File: src/rtl/ntt_mult_arbiter_if.sv
// Requester-side and engine-side bus of the shared NTT multiplier arbiter.
// The slave modport is the arbiter's view; master is the requesters plus engine.
interface ntt_mult_arbiter_if #(
    parameter int NUM_REQ    = 4,
    parameter int WIDTH      = 32,
    parameter int ADDR_WIDTH = 8
);
    logic [NUM_REQ-1:0]            req;
    logic [NUM_REQ-1:0]            go;
    logic [NUM_REQ-1:0]            req_load_coeff;
    logic [NUM_REQ-1:0]            req_load_sel;
    logic [NUM_REQ*ADDR_WIDTH-1:0] req_load_addr;
    logic [NUM_REQ*WIDTH-1:0]      req_load_data;
    logic [NUM_REQ*ADDR_WIDTH-1:0] req_read_addr;
    logic [NUM_REQ-1:0]            gnt;
    logic [NUM_REQ-1:0]            job_done;
    logic                          timeout_err;
    logic [WIDTH-1:0]              rd_data;

    logic                          eng_start;
    logic                          eng_load_coeff;
    logic                          eng_load_sel;
    logic [ADDR_WIDTH-1:0]         eng_load_addr;
    logic [WIDTH-1:0]              eng_load_data;
    logic [ADDR_WIDTH-1:0]         eng_read_addr;
    logic                          eng_done;
    logic                          eng_busy;
    logic [WIDTH-1:0]              eng_read_data;

    modport slave (
        input  req, go, req_load_coeff, req_load_sel, req_load_addr, req_load_data, req_read_addr,
        output gnt, job_done, timeout_err, rd_data,
        output eng_start, eng_load_coeff, eng_load_sel, eng_load_addr, eng_load_data, eng_read_addr,
        input  eng_done, eng_busy, eng_read_data
    );

    modport master (
        output req, go, req_load_coeff, req_load_sel, req_load_addr, req_load_data, req_read_addr,
        input  gnt, job_done, timeout_err, rd_data,
        input  eng_start, eng_load_coeff, eng_load_sel, eng_load_addr, eng_load_data, eng_read_addr,
        output eng_done, eng_busy, eng_read_data
    );
endinterface

File: src/rtl/ntt_mult_arbiter.sv
// Round-robin owner arbitration for one shared ntt_poly_mult engine, with
// per-owner load/read muxing, start/done sequencing and a RUN watchdog.
module ntt_mult_arbiter #(
    parameter int NUM_REQ    = 4,
    parameter int WIDTH      = 32,
    parameter int ADDR_WIDTH = 8,
    parameter int TIMEOUT    = 65535
) (
    input  logic               clk,
    input  logic               rst_n,
    ntt_mult_arbiter_if.slave  bus
);
    localparam int IDX_W = (NUM_REQ > 1) ? $clog2(NUM_REQ) : 1;

    typedef enum logic [1:0] {S_IDLE, S_GRANT, S_RUN, S_RESULT} state_e;

    state_e             state_q, state_d;
    logic [IDX_W-1:0]   owner_q, owner_d;
    logic [IDX_W-1:0]   last_q, last_d;
    logic [NUM_REQ-1:0] gnt_q, gnt_d;
    logic [NUM_REQ-1:0] done_q, done_d;
    logic               terr_q, terr_d;
    logic [15:0]        cnt_q, cnt_d;

    logic [IDX_W-1:0]   cand, pick;
    logic               found;
    logic               own_req, own_go;
    logic               in_grant, in_result;

    assign own_req   = bus.req[owner_q];
    assign own_go    = bus.go[owner_q];
    assign in_grant  = (state_q == S_GRANT);
    assign in_result = (state_q == S_RESULT);

    // Search starts one past the previous owner and wraps.
    always_comb begin
        found = 1'b0;
        pick  = '0;
        cand  = '0;
        for (int k = 1; k <= NUM_REQ; k++) begin
            cand = IDX_W'((int'(last_q) + k) % NUM_REQ);
            if (!found && bus.req[cand]) begin
                found = 1'b1;
                pick  = cand;
            end
        end
    end

    always_comb begin
        state_d = state_q;
        owner_d = owner_q;
        last_d  = last_q;
        gnt_d   = gnt_q;
        done_d  = '0;
        terr_d  = terr_q;
        cnt_d   = cnt_q;
        case (state_q)
            S_IDLE: begin
                if (found) begin
                    owner_d     = pick;
                    gnt_d       = '0;
                    gnt_d[pick] = 1'b1;
                    terr_d      = 1'b0;
                    state_d     = S_GRANT;
                end
            end
            S_GRANT: begin
                if (!own_req) begin
                    gnt_d   = '0;
                    last_d  = owner_q;
                    state_d = S_IDLE;
                end else if (own_go && !bus.eng_busy) begin
                    // Never restart an engine that has not yet returned to idle.
                    cnt_d   = '0;
                    state_d = S_RUN;
                end
            end
            S_RUN: begin
                if (cnt_q != 16'hFFFF) cnt_d = cnt_q + 16'd1;
                if ({1'b0, cnt_q} + 17'd1 >= 17'(TIMEOUT)) terr_d = 1'b1;
                if (bus.eng_done) begin
                    done_d[owner_q] = 1'b1;
                    state_d         = S_RESULT;
                end
            end
            S_RESULT: begin
                if (!own_req) begin
                    gnt_d   = '0;
                    last_d  = owner_q;
                    state_d = S_IDLE;
                end
            end
            default: state_d = S_IDLE;
        endcase
    end

    always_ff @(posedge clk or negedge rst_n) begin
        if (!rst_n) begin
            state_q <= S_IDLE;
            owner_q <= '0;
            last_q  <= IDX_W'(NUM_REQ - 1);
            gnt_q   <= '0;
            done_q  <= '0;
            terr_q  <= 1'b0;
            cnt_q   <= '0;
        end else begin
            state_q <= state_d;
            owner_q <= owner_d;
            last_q  <= last_d;
            gnt_q   <= gnt_d;
            done_q  <= done_d;
            terr_q  <= terr_d;
            cnt_q   <= cnt_d;
        end
    end

    assign bus.gnt         = gnt_q;
    assign bus.job_done    = done_q;
    assign bus.timeout_err = terr_q;
    assign bus.rd_data     = bus.eng_read_data;

    // Start is a level for the whole RUN; dropping it in RESULT lets the engine exit done.
    assign bus.eng_start      = (state_q == S_RUN);
    assign bus.eng_load_coeff = in_grant & bus.req_load_coeff[owner_q];
    assign bus.eng_load_sel   = in_grant & bus.req_load_sel[owner_q];
    assign bus.eng_load_addr  = in_grant ? bus.req_load_addr[int'(owner_q)*ADDR_WIDTH +: ADDR_WIDTH] : '0;
    assign bus.eng_load_data  = in_grant ? bus.req_load_data[int'(owner_q)*WIDTH +: WIDTH] : '0;
    assign bus.eng_read_addr  = in_result ? bus.req_read_addr[int'(owner_q)*ADDR_WIDTH +: ADDR_WIDTH] : '0;
endmodule

File: src/flat_wrapper.sv
// flat-port wrapper written by rule: the top's interface ports become plain ports
module ntt_mult_arbiter_flat 
#(
    parameter int NUM_REQ    = 4,
    parameter int WIDTH      = 32,
    parameter int ADDR_WIDTH = 8,
    parameter int TIMEOUT    = 65535
)
  (clk, rst_n, bus_req, bus_go, bus_req_load_coeff, bus_req_load_sel, bus_req_load_addr, bus_req_load_data, bus_req_read_addr, bus_gnt, bus_job_done, bus_timeout_err, bus_rd_data, bus_eng_start, bus_eng_load_coeff, bus_eng_load_sel, bus_eng_load_addr, bus_eng_load_data, bus_eng_read_addr, bus_eng_done, bus_eng_busy, bus_eng_read_data);
  ntt_mult_arbiter_if #(.NUM_REQ(NUM_REQ), .WIDTH(WIDTH), .ADDR_WIDTH(ADDR_WIDTH)) bus_i ();
  input  logic clk;
  input  logic rst_n;
  input wire logic [$bits(bus_i.req)-1:0] bus_req;
  input wire logic [$bits(bus_i.go)-1:0] bus_go;
  input wire logic [$bits(bus_i.req_load_coeff)-1:0] bus_req_load_coeff;
  input wire logic [$bits(bus_i.req_load_sel)-1:0] bus_req_load_sel;
  input wire logic [$bits(bus_i.req_load_addr)-1:0] bus_req_load_addr;
  input wire logic [$bits(bus_i.req_load_data)-1:0] bus_req_load_data;
  input wire logic [$bits(bus_i.req_read_addr)-1:0] bus_req_read_addr;
  output wire logic [$bits(bus_i.gnt)-1:0] bus_gnt;
  output wire logic [$bits(bus_i.job_done)-1:0] bus_job_done;
  output wire logic [$bits(bus_i.timeout_err)-1:0] bus_timeout_err;
  output wire logic [$bits(bus_i.rd_data)-1:0] bus_rd_data;
  output wire logic [$bits(bus_i.eng_start)-1:0] bus_eng_start;
  output wire logic [$bits(bus_i.eng_load_coeff)-1:0] bus_eng_load_coeff;
  output wire logic [$bits(bus_i.eng_load_sel)-1:0] bus_eng_load_sel;
  output wire logic [$bits(bus_i.eng_load_addr)-1:0] bus_eng_load_addr;
  output wire logic [$bits(bus_i.eng_load_data)-1:0] bus_eng_load_data;
  output wire logic [$bits(bus_i.eng_read_addr)-1:0] bus_eng_read_addr;
  input wire logic [$bits(bus_i.eng_done)-1:0] bus_eng_done;
  input wire logic [$bits(bus_i.eng_busy)-1:0] bus_eng_busy;
  input wire logic [$bits(bus_i.eng_read_data)-1:0] bus_eng_read_data;
  assign bus_i.req = bus_req;
  assign bus_i.go = bus_go;
  assign bus_i.req_load_coeff = bus_req_load_coeff;
  assign bus_i.req_load_sel = bus_req_load_sel;
  assign bus_i.req_load_addr = bus_req_load_addr;
  assign bus_i.req_load_data = bus_req_load_data;
  assign bus_i.req_read_addr = bus_req_read_addr;
  assign bus_gnt = bus_i.gnt;
  assign bus_job_done = bus_i.job_done;
  assign bus_timeout_err = bus_i.timeout_err;
  assign bus_rd_data = bus_i.rd_data;
  assign bus_eng_start = bus_i.eng_start;
  assign bus_eng_load_coeff = bus_i.eng_load_coeff;
  assign bus_eng_load_sel = bus_i.eng_load_sel;
  assign bus_eng_load_addr = bus_i.eng_load_addr;
  assign bus_eng_load_data = bus_i.eng_load_data;
  assign bus_eng_read_addr = bus_i.eng_read_addr;
  assign bus_i.eng_done = bus_eng_done;
  assign bus_i.eng_busy = bus_eng_busy;
  assign bus_i.eng_read_data = bus_eng_read_data;
  ntt_mult_arbiter #(.NUM_REQ(NUM_REQ), .WIDTH(WIDTH), .ADDR_WIDTH(ADDR_WIDTH), .TIMEOUT(TIMEOUT)) u_core (.clk(clk), .rst_n(rst_n), .bus(bus_i));
endmodule
File: config.mk
export PLATFORM = sky130hd
export DESIGN_NAME = ntt_mult_arbiter_flat
export DESIGN_NICKNAME = d
export VERILOG_FILES = /design/src/rtl/ntt_mult_arbiter_if.sv /design/src/rtl/ntt_mult_arbiter.sv /design/src/flat_wrapper.sv
export SDC_FILE = /design/constraint.sdc
export NUM_CORES = 1
export LEC_CHECK = 0
export CORE_AREA = 2 2 130 132
export DETAILED_ROUTE_END_ITERATION = 16
export DIE_AREA = 0 0 132 134
export PLACE_DENSITY = 0.68
export SYNTH_ARGS = -nofsm -noshare
export SYNTH_HDL_FRONTEND = slang
export SYNTH_SLANG_ARGS = --single-unit
File: constraint.sdc
create_clock -name clk -period 5.8 [get_ports clk]
set_input_delay 1.16 -clock clk [delete_from_list [all_inputs] [get_ports clk]]
set_output_delay 1.16 -clock clk [all_outputs]
set_load 0.005 [all_outputs]
== After elaboration in Yosys (flattened, before gate mapping) ==
Cells that the tools add are included.
Operators by class
  $mul: 0
  reductions and logical operators: 21
  add/subtract/negate cells: 6
  bitwise operators: 3
  divide/modulo/power cells: 0
  muxes and demuxes: 49
  equal/unequal tests: 13
  $lt $le $gt $ge: 9
  shifts and indexed selects: 3
Operator list (number)
  128-bit by 8-bit indexed part select with 32-bit output: 1
  32-bit by 6-bit indexed part select with 8-bit output: 2
  16-bit two-way mux: 3
  32-bit two-way mux: 1
  16-bit case mux with 2 select lines: 1
  2-bit by 3-bit < comparator with 1-bit output (second input constant): 6
  2-bit two-way mux: 9
  16-bit by 1-bit adder with 17-bit output (second input constant): 1
  17-bit by 16-bit >= comparator with 1-bit output (second input constant): 1
  16-bit by 1-bit adder with 16-bit output (second input constant): 1
  1-bit binary-select mux with 2-bit select: 8
  1-bit two-way mux: 16
  4-bit two-way mux: 4
  8-bit two-way mux: 2
  16-bit != test (second input constant): 1
  2-bit by 1-bit != test with 1-bit output (second input constant): 5
  2-bit case mux with 4 select lines: 1
  4-bit case mux with 2 select lines: 1
  4-bit AND reduction: 2
  1-bit logical AND: 6
  2-bit != test (second input constant): 3
  3-bit AND reduction: 2
  2-bit nonzero test: 3
  2-bit by 1-bit adder with 2-bit output (second input constant): 2
  other kinds (13): 22
Word-level totals
  RAM bits: 0
  memories: 0
  ROM bits: 0
  word-level logic and storage cells: 111
  bits in latches: 0
  output and inout bits: 92
  input bits: 244
  bits in registers: 31

== Longest topological paths before layout ==
  depth after elaboration: 19
  gate-level depth with buffers: 6
  gate-level depth less buffers: 6

== Least setup slack after synthesis ==
OpenSTA, ideal clock, no wires.
  path kind: input port to output port
  from: input port bus_req_read_addr[24]
  to: output port bus_eng_read_addr[0]
  buffers on the path: 0
  required time: 4.640 ns
  arrival time: 1.786 ns
  cell stages on the path: 2
  path slack: 2.854 ns
  path through: mux4_2 and3_1
Between the ends
  word-level cells in the longest chain between the ends: 2
RTL lines
  from (decl): RTL line flat_wrapper.sv:19  | input wire logic [$bits(bus_i.req_read_addr)-1:0] bus_req_read_addr;
  32-bit by 6-bit indexed part select with 8-bit output: RTL line ntt_mult_arbiter.sv:128  | assign bus.eng_read_addr = in_result ? bus.req_read_addr[int'(owner_q)*ADDR_WIDTH +: ADDR_WIDTH] : '0;
  8-bit two-way mux: RTL line ntt_mult_arbiter.sv:128
  to (decl): RTL line flat_wrapper.sv:29  | output wire logic [$bits(bus_i.eng_read_addr)-1:0] bus_eng_read_addr;
No other way between the ends.

== Final worst setup path ==
  from: register u_core.owner_q[0]
  to: output port bus_eng_read_addr[6]
Between the ends
  word-level cells in the longest chain between the ends: 2
RTL lines
  from (decl): RTL line ntt_mult_arbiter.sv:18  | logic [IDX_W-1:0] owner_q, owner_d;
  from (signal assigned): RTL line ntt_mult_arbiter.sv:108  | owner_q <= owner_d;
  32-bit by 6-bit indexed part select with 8-bit output: RTL line ntt_mult_arbiter.sv:128
  8-bit two-way mux: RTL line ntt_mult_arbiter.sv:128
No other way between the ends.

==> run summary <==
The power density over cell area is approximately 350 nW/um^2. In the post-route analysis, the smallest setup slack over all paths is 1.89 ns. The total count of hold-check failures in the final report came out at 0. Based on the critical path, the design can be clocked at up to around 260 MHz. The maximum number of pins on one net before global-route repair is 58. In this run the remaining antenna-violating nets after routing total 0.

Dividing the detail-routed wire length by the instance count gives 19.9 um. By startpoint and endpoint, the worst setup path is classified as reg2out. Compared with the post-synthesis result, the final layout area differs by 82.6%. The overall global routing resource usage is approximately 17%.

The end point of the most critical hold path is u_core.bus.gnt[2]. The CTS buffer count came out at 5. The clock sink total came out at 31. For the worst setup path, the data required time is between 4 and 5 ns. The count of hold buffers inserted by post-cts repair came out at 0.

The die extent in y is approximately 130 um. The synthesized net count is around 580. The overall via count from detail_route came out at 3,695. After filler insertion, the fill cell instance count of the layout stands at 1,580. The die covers approximately 18,000 um^2. Setup repair after global routing left no endpoint under its margin. After legalization and detailed placement, the total HPWL measured ~13 mm. The worst setup path is launched from a register. The number of antenna violations at the first check in global routing came out at 11. No sink is reached through more buffers than the 2 on the longest clock path.

The capture point of the worst reg-to-reg path is u_core.cnt_q[4]. The number of buffers inserted to repair setup after CTS came out at 0. The worst register-to-register path begins at u_core.owner_q[0]. The quantity of gates resized following cts came out at 0. The standard-cell row count is 47.

The total setup violations reported at the end of the flow came out at 0. The clock tree root buffer cell is sky130_fd_sc_hd__clkbuf_16. The horizontal die dimension came out at about 130 um. The average size of a mapped cell is slightly above 10 um^2. The worst hold path begins at u_core.bus.gnt[2]. The aggregate global routing overflow came out at 0. Power comes to around 2.2 mW.

The number of stages on the worst hold path is 2. The final layout net count is 807. The number of pins exceeding their max-slew limit in the final report came out at 0.

Ranked by total cell area, the synthesized netlist is headed by sky130_fd_sc_hd__mux4_2 34%, sky130_fd_sc_hd__dfrtp_1 21%, sky130_fd_sc_hd__and2_1 7.8%, sky130_fd_sc_hd__buf_4 6.9%, sky130_fd_sc_hd__and3_1 2.3%. The worst hold path belongs to the class reg2reg. The number of DRC markers after the initial detailed-route iteration came out at 187. The total leakage power is approximately 2.3 nW.

The maximum fanout encountered on the critical timing path came out at 57. The flow ran to the end, and the final reports show no timing, DRC or antenna violations. Prior to clock tree synthesis, the placed netlist has a worst setup slack of 1.92 ns.

Summing the sequential cell areas from Yosys gives 22.4% of the chip area. The setup TNS after final layout came out at 0 ns. Counting I/O delays and the setup requirement, the final critical path takes 3.91 ns.

Data arrives at the worst endpoint at about 2.8 ns. The fraction of layout cells with a size suffix above 1 came out at 13.0%. The post-synth design cell area is between 3000 and 4000 um^2. The worst slew margin relative to its limit is between 20% and 30%.

The global placer's final weighted congestion is 0.900. In the finished design, the share of the clock period the worst path needs comes to between 60% and 70%. The core region is around 16,000 um^2. The clock transition at the register clock pins on the worst setup and hold paths after CTS came out at ~0.050 ns. The synthesized netlist contains 43 unique library cells. For this design the top-level I/O count stands at around 340. The total of buffers placed on input and output ports came out at between 200 and 300. The number of warning messages in the yosys log is 0. The post-synthesis instance total is 336.

The wire length after detailed routing came out at 15.7 mm. The worst reg-to-reg setup slack is 2.89 ns. The global-route wire length before repair is 23.7 mm. Across the run, the number of max-cap violations was 0. The starting utilization of the core area came out at between 20% and 30%. The detailed-route DRC error count is 0.

sky130_fd_sc_hd__mux4_2 takes more of the synthesized area than any other cell. The number of cells on the worst reg-to-reg path is 4. The average via count per standard cell came out at 4.68. The clock latency reported for the late side of the worst-skew pair came out at about 0.28 ns. On the final layout, the worst clock skew is 0.00340 ns.

The number of synthesized register bits is 31. The number of global-route vias before repair is just under 4,000. The maximum resistive drop on vdd is roughly 0.00018 V.

The CTS tree is yes. STA classifies the critical path endpoint as an output pin. The share of the synthesized area in the top cell type came out at 33.7%. The number of search-and-repair iterations in the first detailed-routing pass is 4. In this run the number of H-tree levels came out at 2. The transition time at the pin with the least slew margin came out at ~1.1 ns.
[cell usage after synthesis (all sizes together)]
cell type,n
o21a,1
a22o,2
nand2,18
clkbuf,14
or3,2
nand2b,5
mux4,52
and2,43
mux2,2
nor2b,4
xor2,2
nor4,6
o22ai,3
and4,1
a311oi,2
nor3,8
a21oi,8
inv,8
a31oi,11
nor3b,3
or4,1
nor4b,1
dfstp,2
mux2i,1
and3,13
buf,42
nor2,21
dfrtp,29
o21ai,9
a22oi,2
o2111ai,1
a211oi,1
nand4,5
xnor2,7
nand3,4
ha,2
[state kept, by name, indices dropped and copies added (netlist names), named ones only]
register,count
u_core.cnt_q,16
u_core.bus.gnt,4
u_core.bus.job_done,4
u_core.last_q,2
u_core.owner_q,2
u_core.bus.timeout_err,1
u_core.state_q,1
[worst max-delay path, stage by stage, from the launching register on]
cell	delay, ns
sky130_fd_sc_hd__dfrtp_4	1.10
sky130_fd_sc_hd__mux4_2	0.60
sky130_fd_sc_hd__and3_1	0.19
sky130_fd_sc_hd__clkdlybuf4s50_1	0.52
[metal layers]
layer | vias up | global-route usage [%] | share of wire (%)
li1 | 1701 | - | -
met1 | 1769 | 19.9 | 39
met2 | 189 | 29.1 | 47
met3 | 30 | 9.56 | 12
met4 | 6 | 3.32 | 1.7
met5 | - | 0 | 0.31
[power breakdown]
group	total, mW	switching (mW)	leakage (nW)	internal (mW)
sequential	0.541	0.246	0.405	0.294
combinational	1.40	0.464	1.80	0.932
clock	0.308	0.0947	0.0869	0.213
total	2.24	0.805	2.29	1.44
[worst max path at each step]
stage	start	end	slack (ns)	cells past startpoint
2_1_floorplan	bus_req_read_addr[24]	bus_eng_read_addr[0]	2.85	2
3_3_place_gp	bus_req_read_addr[30]	bus_eng_read_addr[6]	1.93	4
3_5_place_dp	bus_req_read_addr[29]	bus_eng_read_addr[5]	1.92	4
4_1_cts	u_core.owner_q[0]	bus_eng_read_addr[5]	1.82	3
5_1_grt	u_core.owner_q[0]	bus_eng_read_addr[5]	1.70	3
6_report	u_core.owner_q[0]	bus_eng_read_addr[6]	1.89	3
[through the flow]
| step | hold WS (ns) | util (%) | cell area (um^2) | std cells |
|---|---|---|---|---|
| 2_1_floorplan | 0.473 | - | 3470 | 336 |
| 3_3_place_gp | 0.502 | 37.7 | 6150 | 774 |
| 3_5_place_dp | 0.507 | 37.7 | 6150 | 774 |
| 4_1_cts | 0.520 | 38.8 | 6320 | 782 |
| 5_1_grt | 0.541 | 38.8 | 6320 | 782 |
| 6_report | 0.520 | 38.9 | 6340 | 789 |
[logic make-up (layout without fill, tap and decap cells)]
kind of cell               count (synthesis)  in the layout  synth area share [%]
muxes                                     55             55                  34.7
buffers and inverters                     64            290                  10.7
and+or+nand+nor                          135            135                  22.1
other                                      0              7                     0
DFF                                       31             31                  22.4
xor gates and xnor gates                   9              9                  2.27
adders and majority gates                  2              2                 0.721
AOI/OAI and AO/OA                         40             40                  7.10
[area by class of cell]
cell class	instances	area [um^2]	area share (%)
diodes	7	17.5	0.276
clock buffers	6	139	2.19
clock inverters	2	35.0	0.553
inverters	8	30.0	0.474
multi-input cells	241	2320	36.6
flip-flops and latches	31	783	12.4
well taps	220	275	4.34
repair buffers	274	2740	43.2
[layout by cell type (no fill, tap or decap), types with 5 or more instances in the layout]
cell type                         count
sky130_fd_sc_hd__clkdlybuf4s50_1    271
sky130_fd_sc_hd__nor3_1               8
sky130_fd_sc_hd__nor2_1              21
sky130_fd_sc_hd__clkbuf_16            5
sky130_fd_sc_hd__and3_1              13
sky130_fd_sc_hd__nor4_1               5
sky130_fd_sc_hd__inv_1                8
sky130_fd_sc_hd__a31oi_1             11
sky130_fd_sc_hd__nand2_1             18
sky130_fd_sc_hd__nand4_1              5
sky130_fd_sc_hd__dfrtp_1             27
sky130_fd_sc_hd__xnor2_1              7
sky130_fd_sc_hd__diode_2              7
sky130_fd_sc_hd__mux4_2              52
sky130_fd_sc_hd__and2_1              43
sky130_fd_sc_hd__o21ai_0              8
sky130_fd_sc_hd__a21oi_1              8
sky130_fd_sc_hd__nand2b_1             5
(Power assumes the default switching activity.)
